===== src/rtl/led_pkg.sv =====
// Shared register map, field widths, reset values and breathe-state encoding for the LED PWM dimmer.
// Everything here is constant; no logic.
package led_pkg;
  localparam int LED_W  = 32;
  localparam int CFG_W  = 32;
  localparam int ADDR_W = 2;
  localparam int PWM_W  = 8;
  localparam int DUTY_W = 8;
  localparam int STEP_W = 24;

  localparam logic [ADDR_W-1:0] ADDR_CTRL    = 2'd0;
  localparam logic [ADDR_W-1:0] ADDR_DUTY    = 2'd1;
  localparam logic [ADDR_W-1:0] ADDR_STEPDIV = 2'd2;
  localparam logic [ADDR_W-1:0] ADDR_STATUS  = 2'd3;

  // 255-cycle frame: counter runs 0..254
  localparam logic [PWM_W-1:0]  PWM_LAST    = 8'd254;
  localparam logic [DUTY_W-1:0] DUTY_MAX    = 8'hFF;
  localparam logic [DUTY_W-1:0] DUTY_MIN    = 8'h00;
  localparam logic [DUTY_W-1:0] DUTY_RST    = 8'hFF;
  localparam logic [STEP_W-1:0] STEPDIV_RST = 24'h0000FF;
  localparam logic [LED_W-1:0]  LED_OFF     = 32'hFFFF_FFFF;

  typedef enum logic [1:0] {
    ST_STATIC = 2'd0,
    ST_UP     = 2'd1,
    ST_DOWN   = 2'd2
  } breathe_state_t;

  function automatic logic [CFG_W-1:0] status_word(breathe_state_t st, logic [DUTY_W-1:0] duty);
    return {22'b0, st, duty};
  endfunction
endpackage


===== src/rtl/led_pwm_dimmer_if.sv =====
// Configuration register bus of the LED PWM dimmer: one write per strobe cycle,
// combinational read data for the selected register; no backpressure.
interface led_pwm_dimmer_if;
  logic                        cfg_we;
  logic [led_pkg::ADDR_W-1:0]  cfg_addr;
  logic [led_pkg::CFG_W-1:0]   cfg_wdata;
  logic [led_pkg::CFG_W-1:0]   cfg_rdata;

  modport master (output cfg_we, cfg_addr, cfg_wdata, input cfg_rdata);
  modport slave  (input cfg_we, cfg_addr, cfg_wdata, output cfg_rdata);
endinterface


===== src/rtl/led_pwm_timebase.sv =====
// Free-running 255-cycle PWM frame counter plus the breathe step divider (frames per duty step).
// frame_end and step_pulse are combinational from registered state; no backpressure.
module led_pwm_timebase
  import led_pkg::*;
(
  input  logic              clk_in,
  input  logic              sys_rstn,
  input  logic              step_run,
  input  logic              step_clr,
  input  logic [STEP_W-1:0] stepdiv,
  output logic [PWM_W-1:0]  pwm_cnt,
  output logic              frame_end,
  output logic              step_pulse
);
  logic [STEP_W-1:0] step_cnt;
  logic              step_hit;

  assign frame_end  = (pwm_cnt == PWM_LAST);
  assign step_hit   = frame_end && step_run && (step_cnt == stepdiv);
  // A clear in the same cycle restarts the interval instead of stepping
  assign step_pulse = step_hit && !step_clr;

  always_ff @(posedge clk_in or negedge sys_rstn) begin
    if (!sys_rstn) begin
      pwm_cnt <= '0;
    end else if (frame_end) begin
      pwm_cnt <= '0;
    end else begin
      pwm_cnt <= pwm_cnt + 1'b1;
    end
  end

  always_ff @(posedge clk_in or negedge sys_rstn) begin
    if (!sys_rstn) begin
      step_cnt <= '0;
    end else if (step_clr) begin
      step_cnt <= '0;
    end else if (frame_end && step_run) begin
      step_cnt <= step_hit ? '0 : step_cnt + 1'b1;
    end
  end
endmodule


===== src/rtl/led_pwm_dimmer.sv =====
// Dims an active-low 32-bit LED pattern with a 255-cycle PWM, optionally breathing the duty up/down.
// Pattern latency 1 cycle; duty changes land only on frame boundaries; config bus never stalls.
module led_pwm_dimmer
  import led_pkg::*;
(
  input  logic             clk_in,
  input  logic             sys_rstn,
  input  logic [LED_W-1:0] led_in,
  output logic [LED_W-1:0] led_light,
  led_pwm_dimmer_if.slave  cfg
);
  logic [LED_W-1:0]  led_q;
  logic [1:0]        ctrl_q;
  logic [DUTY_W-1:0] duty_q;
  logic [STEP_W-1:0] stepdiv_q;
  logic [DUTY_W-1:0] duty_eff_q, duty_eff_d;
  breathe_state_t    state_q, state_d;

  logic              enable, breathe;
  logic [PWM_W-1:0]  pwm_cnt;
  logic              frame_end, step_pulse, step_run, step_clr, stepdiv_we;
  logic [CFG_W-1:0]  rdata;

  assign enable     = ctrl_q[0];
  assign breathe    = ctrl_q[1];
  assign stepdiv_we = cfg.cfg_we && (cfg.cfg_addr == ADDR_STEPDIV);
  assign step_run   = (state_q != ST_STATIC) && breathe;
  assign step_clr   = stepdiv_we || (state_q == ST_STATIC) || (frame_end && !breathe);

  led_pwm_timebase u_timebase (
    .clk_in     (clk_in),
    .sys_rstn   (sys_rstn),
    .step_run   (step_run),
    .step_clr   (step_clr),
    .stepdiv    (stepdiv_q),
    .pwm_cnt    (pwm_cnt),
    .frame_end  (frame_end),
    .step_pulse (step_pulse)
  );

  always_ff @(posedge clk_in or negedge sys_rstn) begin
    if (!sys_rstn) begin
      led_q     <= LED_OFF;
      ctrl_q    <= '0;
      duty_q    <= DUTY_RST;
      stepdiv_q <= STEPDIV_RST;
    end else begin
      led_q <= led_in;
      if (cfg.cfg_we) begin
        case (cfg.cfg_addr)
          ADDR_CTRL:    ctrl_q    <= cfg.cfg_wdata[1:0];
          ADDR_DUTY:    duty_q    <= cfg.cfg_wdata[DUTY_W-1:0];
          ADDR_STEPDIV: stepdiv_q <= cfg.cfg_wdata[STEP_W-1:0];
          default:      ;
        endcase
      end
    end
  end

  always_ff @(posedge clk_in or negedge sys_rstn) begin
    if (!sys_rstn) begin
      state_q    <= ST_STATIC;
      duty_eff_q <= DUTY_RST;
    end else begin
      state_q    <= state_d;
      duty_eff_q <= duty_eff_d;
    end
  end

  // A step from the end value reverses direction, so 255 (or 0) is shown for one full interval
  always_comb begin
    state_d    = state_q;
    duty_eff_d = duty_eff_q;
    if (frame_end) begin
      if (!breathe) begin
        state_d    = ST_STATIC;
        duty_eff_d = duty_q;
      end else begin
        case (state_q)
          ST_STATIC: begin
            state_d    = ST_UP;
            duty_eff_d = duty_q;
          end
          ST_UP: begin
            if (step_pulse) begin
              if (duty_eff_q == DUTY_MAX) begin
                state_d    = ST_DOWN;
                duty_eff_d = DUTY_MAX - 1'b1;
              end else begin
                duty_eff_d = duty_eff_q + 1'b1;
              end
            end
          end
          ST_DOWN: begin
            if (step_pulse) begin
              if (duty_eff_q == DUTY_MIN) begin
                state_d    = ST_UP;
                duty_eff_d = DUTY_MIN + 1'b1;
              end else begin
                duty_eff_d = duty_eff_q - 1'b1;
              end
            end
          end
          default: state_d = ST_STATIC;
        endcase
      end
    end
  end

  // Lit bits pass only inside the duty window; unlit bits stay high either way
  always_comb begin
    led_light = led_q;
    if (enable && !(pwm_cnt < duty_eff_q)) begin
      led_light = LED_OFF;
    end
  end

  always_comb begin
    rdata = '0;
    case (cfg.cfg_addr)
      ADDR_CTRL:    rdata = {30'b0, ctrl_q};
      ADDR_DUTY:    rdata = {24'b0, duty_q};
      ADDR_STEPDIV: rdata = {8'b0, stepdiv_q};
      ADDR_STATUS:  rdata = status_word(state_q, duty_eff_q);
      default:      rdata = '0;
    endcase
  end

  assign cfg.cfg_rdata = rdata;
endmodule


===== src/flat_wrapper.sv =====
// flat-port wrapper written by rule: the top's interface ports become plain ports
module led_pwm_dimmer_flat import led_pkg::*;
  (clk_in, sys_rstn, led_in, led_light, cfg_cfg_we, cfg_cfg_addr, cfg_cfg_wdata, cfg_cfg_rdata);
  led_pwm_dimmer_if cfg_i ();
  input  logic clk_in;
  input  logic sys_rstn;
  input  logic [LED_W-1:0] led_in;
  output logic [LED_W-1:0] led_light;
  input wire logic [$bits(cfg_i.cfg_we)-1:0] cfg_cfg_we;
  input wire logic [$bits(cfg_i.cfg_addr)-1:0] cfg_cfg_addr;
  input wire logic [$bits(cfg_i.cfg_wdata)-1:0] cfg_cfg_wdata;
  output wire logic [$bits(cfg_i.cfg_rdata)-1:0] cfg_cfg_rdata;
  assign cfg_i.cfg_we = cfg_cfg_we;
  assign cfg_i.cfg_addr = cfg_cfg_addr;
  assign cfg_i.cfg_wdata = cfg_cfg_wdata;
  assign cfg_cfg_rdata = cfg_i.cfg_rdata;
  led_pwm_dimmer u_core (.clk_in(clk_in), .sys_rstn(sys_rstn), .led_in(led_in), .led_light(led_light), .cfg(cfg_i));
endmodule

===== config.mk =====
export PLATFORM = sky130hd
export DESIGN_NAME = led_pwm_dimmer_flat
export DESIGN_NICKNAME = d
export VERILOG_FILES = /design/src/rtl/led_pkg.sv /design/src/rtl/led_pwm_dimmer_if.sv /design/src/rtl/led_pwm_timebase.sv /design/src/rtl/led_pwm_dimmer.sv /design/src/flat_wrapper.sv
export SDC_FILE = /design/constraint.sdc
export NUM_CORES = 1
export LEC_CHECK = 0
export CORE_ASPECT_RATIO = 1.1
export CORE_MARGIN = 5
export CORE_UTILIZATION = 45
export DETAILED_ROUTE_END_ITERATION = 12
export PLACE_DENSITY = 0.73
export REMOVE_ABC_BUFFERS = 1
export SLEW_MARGIN = 20
export SYNTH_ARGS = -nofsm -noshare
export SYNTH_HDL_FRONTEND = slang
export SYNTH_HIERARCHICAL = 1
export SYNTH_SLANG_ARGS = --single-unit

===== constraint.sdc =====
create_clock -name clk_in -period 5.6 [get_ports clk_in]
set_input_delay 0.84 -clock clk_in [delete_from_list [all_inputs] [get_ports clk_in]]
set_output_delay 0.84 -clock clk_in [all_outputs]
set_load 0.05 [all_outputs]

==> results by group <==
Final layout
  • Filler Cell Count: 1093
  • Commonest cells after routing, fill and taps aside: clkdlybuf4s50_1, dfstp_2, dfrtp_1, mux2_2, nor2_1
  • Fin nets: 750
  • Area delta synth->final: 26.5%
  • Layout cells sized above 1: ~24%
  • Antenna Cells: 0
  • Commonest non-fill, non-tap cell in the layout: clkdlybuf4s50_1
  • Fin util: 58.4%

Clocking
  • Clk root buf: clkbuf_16
  • CTS tree: done
  • Post_cts resized: 0
  • Reg clk slew, reported paths: 60 ps
  • Worst-Skew Late Latency: 340 ps
  • Postcts setup bufs: 0
  • CTS Buf Count: 9
  • H-tree levels: 3
  • Sink Count: between 100 and 150
  • Bufs on Longest Clock Path: 2
  • Cts hold-fix bufs: 0

Power
  • Leakage power: 2.97 nW
  • Cell Int Power: 0.00143 W
  • Switch share: 29.6%
  • Comb pwr share: 24.0%
  • Power Dens Cells: 273 mW/mm^2
  • Peak supply drop: 0.000143 V
  • Switching power: 0.000599 W
  • Clock group share of total power: 30.9%
  • Sequential Power Share: 45.1%

Synth
  • Post-synth top area share: 25.1%
  • #FFs+latches synth: 108
  • Async set-or-reset flop fraction in the synthesized netlist: 100%
  • EDFF count, synth: 0
  • Avg Cell Area, Syn: 10.5 um^2
  • Post-Syn Instances: between 500 and 600
  • Yosys warnings: 6
  • Sequential element share of the synthesized area: 47.3%
  • Synth unique cells: 61
  • Synth Cell Area: around 0.0059 mm^2
  • Largest area contributor in the netlist: dfstp_2
  • Ys flop type: dfstp_2
  • Synth area leaders: dfstp_2, dfrtp_1, mux2_2

Route
  • Vias per cell: 5.48
  • Via count: 4525
  • Wire length on met2: 7.92 mm
  • Met3 wire len: 536 um
  • Drt drc: 0
  • DR top layer: met4
  • Wl on met1: 6.18 mm
  • Number of DRC markers in iteration 0: 271
  • TritonRoute pass-1 iters: 4
  • Post-Route WL: roughly 15 mm
  • Routed Antenna Nets: 0
  • Drt wl/cell: 18.0 um

Global route
  • Antenna violations before repair: 0
  • Global-route wire length before repair: between 20 and 25 mm
  • GRT overflow: 0
  • GRT Total Usage: 19.2%
  • Vias in the first global route: 4620
  • Pin count of the biggest net entering global routing: 61

STA
  • Sum Neg Setup Slack: 0 ps
  • Peak Freq: roughly 240 MHz
  • Pins Over Slew Limit: 0
  • Finish-stage setup viols: 0
  • Final Hold Viols: 0
  • Clock Skew: 10.9 ps
  • Minimum clock period: ~4300 ps
  • Final period utilization: 75.9%
  • Actual slew at the worst max-slew pin: 842 ps
  • RSZ-0062 raised after global routing: no
  • Max-slew headroom: approximately 44%

Placed design
  • GP Congestion: approximately 0.89
  • HPWL Detailed: 11.0 mm
  • I/O Buffers: 116

Run
  • Max_cap viols: 0

Worst setup path
  • CP Capture Type: output port
  • Critical Path AT: 3410 ps
  • Critical path class: input pin to output port
  • CP Max Fanout: 13
  • Req. time, crit path: 4760 ps
  • R2r setup slk: 1540 ps
  • CP startpoint kind: input pin

Floorplan
  • Die area: around 0.015 mm^2
  • Chip Height: between 100 and 150 um
  • I/O pin count: 133
  • Rows: 43
  • Starting density of the core: 46.2%
  • Overall die width: 119 um
  • Core area: 0.0127 mm^2

Hold path
  • Worst hold path type: flop to flop

Run status
  • Run status: finished, final reports clean
[flip-flops by register name, indices dropped and copies added (netlist names)]
name	cells
u_core/u_timebase/pwm_cnt	8
u_core/stepdiv_q	24
u_core/u_timebase/step_cnt	24
u_core/duty_q	8
u_core/ctrl_q	2
u_core/led_q	32
u_core/state_q	2
u_core/duty_eff_q	8
[per-layer routing]
layer	global-route usage, %	vias to the layer above
li1	-	2147
met1	24.8	2246
met2	34.1	113
met3	2.56	19
met4	5.45	0
met5	0	-
[critical path, cell delays in order]
cell,delay (ps)
clkdlybuf4s50_1,450
buf_4,190
nor2b_1,590
buf_4,310
a22o_1,210
clkdlybuf4s50_1,820
[stage by stage]
step / total power [W] / worst slack (ps) / area, um^2 / instances / hold WS, ps
CTS: 0.00193 / 1320 / 7420 / 826 / 537
global route: 0.00211 / 1080 / 7420 / 826 / 560
global placement: 0.00129 / 1380 / 7120 / 810 / 512
detailed placement: 0.00130 / 1320 / 7120 / 810 / 517
floorplan: 0.00114 / 1550 / 5710 / 530 / 470
finish: 0.00202 / 1350 / 7420 / 826 / 531
[cells in the mapped netlist, types with 8 or more instances]
library cell / instances
clkbuf_1: 19
o21ai_0: 21
inv_1: 18
dfrtp_1: 52
and2_1: 16
nor2_1: 39
nand3_1: 24
nor3_1: 11
mux2_2: 43
nand2_1: 30
xor2_1: 16
dfstp_2: 56
a21oi_1: 17
ha_1: 17
or2_2: 32
buf_4: 9
nand4_1: 12
o31ai_1: 8
xnor2_1: 28
[power groups by stage]
stage / Combinational [W] / Clock (W) / Sequential, W
CTS: 0.000372 / 0.000643 / 0.000913
floorplan: 0.000231 / 0 / 0.000907
global placement: 0.000366 / 0 / 0.000923
detailed placement: 0.000371 / 0 / 0.000926
finish: 0.000485 / 0.000627 / 0.000913
global route: 0.000514 / 0.000679 / 0.000919
[cells by family after synthesis]
group,share of synthesized area (%)
DFF,47.3
xor gates and xnor gates,6.58
adders and majority gates,3.63
buffers and inverters,4.12
AOI/OAI and AO/OA,10.4
other,0.0640
muxes,9.71
and+or+nand+nor,18.2
[area by class of cell]
type | instances | area [um^2] | area share, %
Multi-Input combinational cell | 404 | 2870 | 38.7
Inverter | 18 | 67.6 | 0.911
Sequential cell | 108 | 2770 | 37.4
Clock buffer | 15 | 290 | 3.91
Tap cell | 157 | 196 | 2.65
Timing Repair Buffer | 123 | 1210 | 16.3
Clock inverter | 1 | 5.00 | 0.0675
[final timing paths]
path | start | endpoint | cells past startpoint
max | cfg_cfg_addr[1] | cfg_cfg_rdata[2] | 6
min | u_core/u_timebase/pwm_cnt[0] | u_core/u_timebase/pwm_cnt[0] | 1
max reg2reg | u_core/state_q[1] | u_core/u_timebase/step_cnt[11] | 14
min reg2reg | u_core/u_timebase/pwm_cnt[0] | u_core/u_timebase/pwm_cnt[0] | 1
max in group asynchronous | sys_rstn | u_core/u_timebase/pwm_cnt[6] | 2
min in group asynchronous | sys_rstn | u_core/stepdiv_q[11] | 1
(Power assumes the default switching activity.)
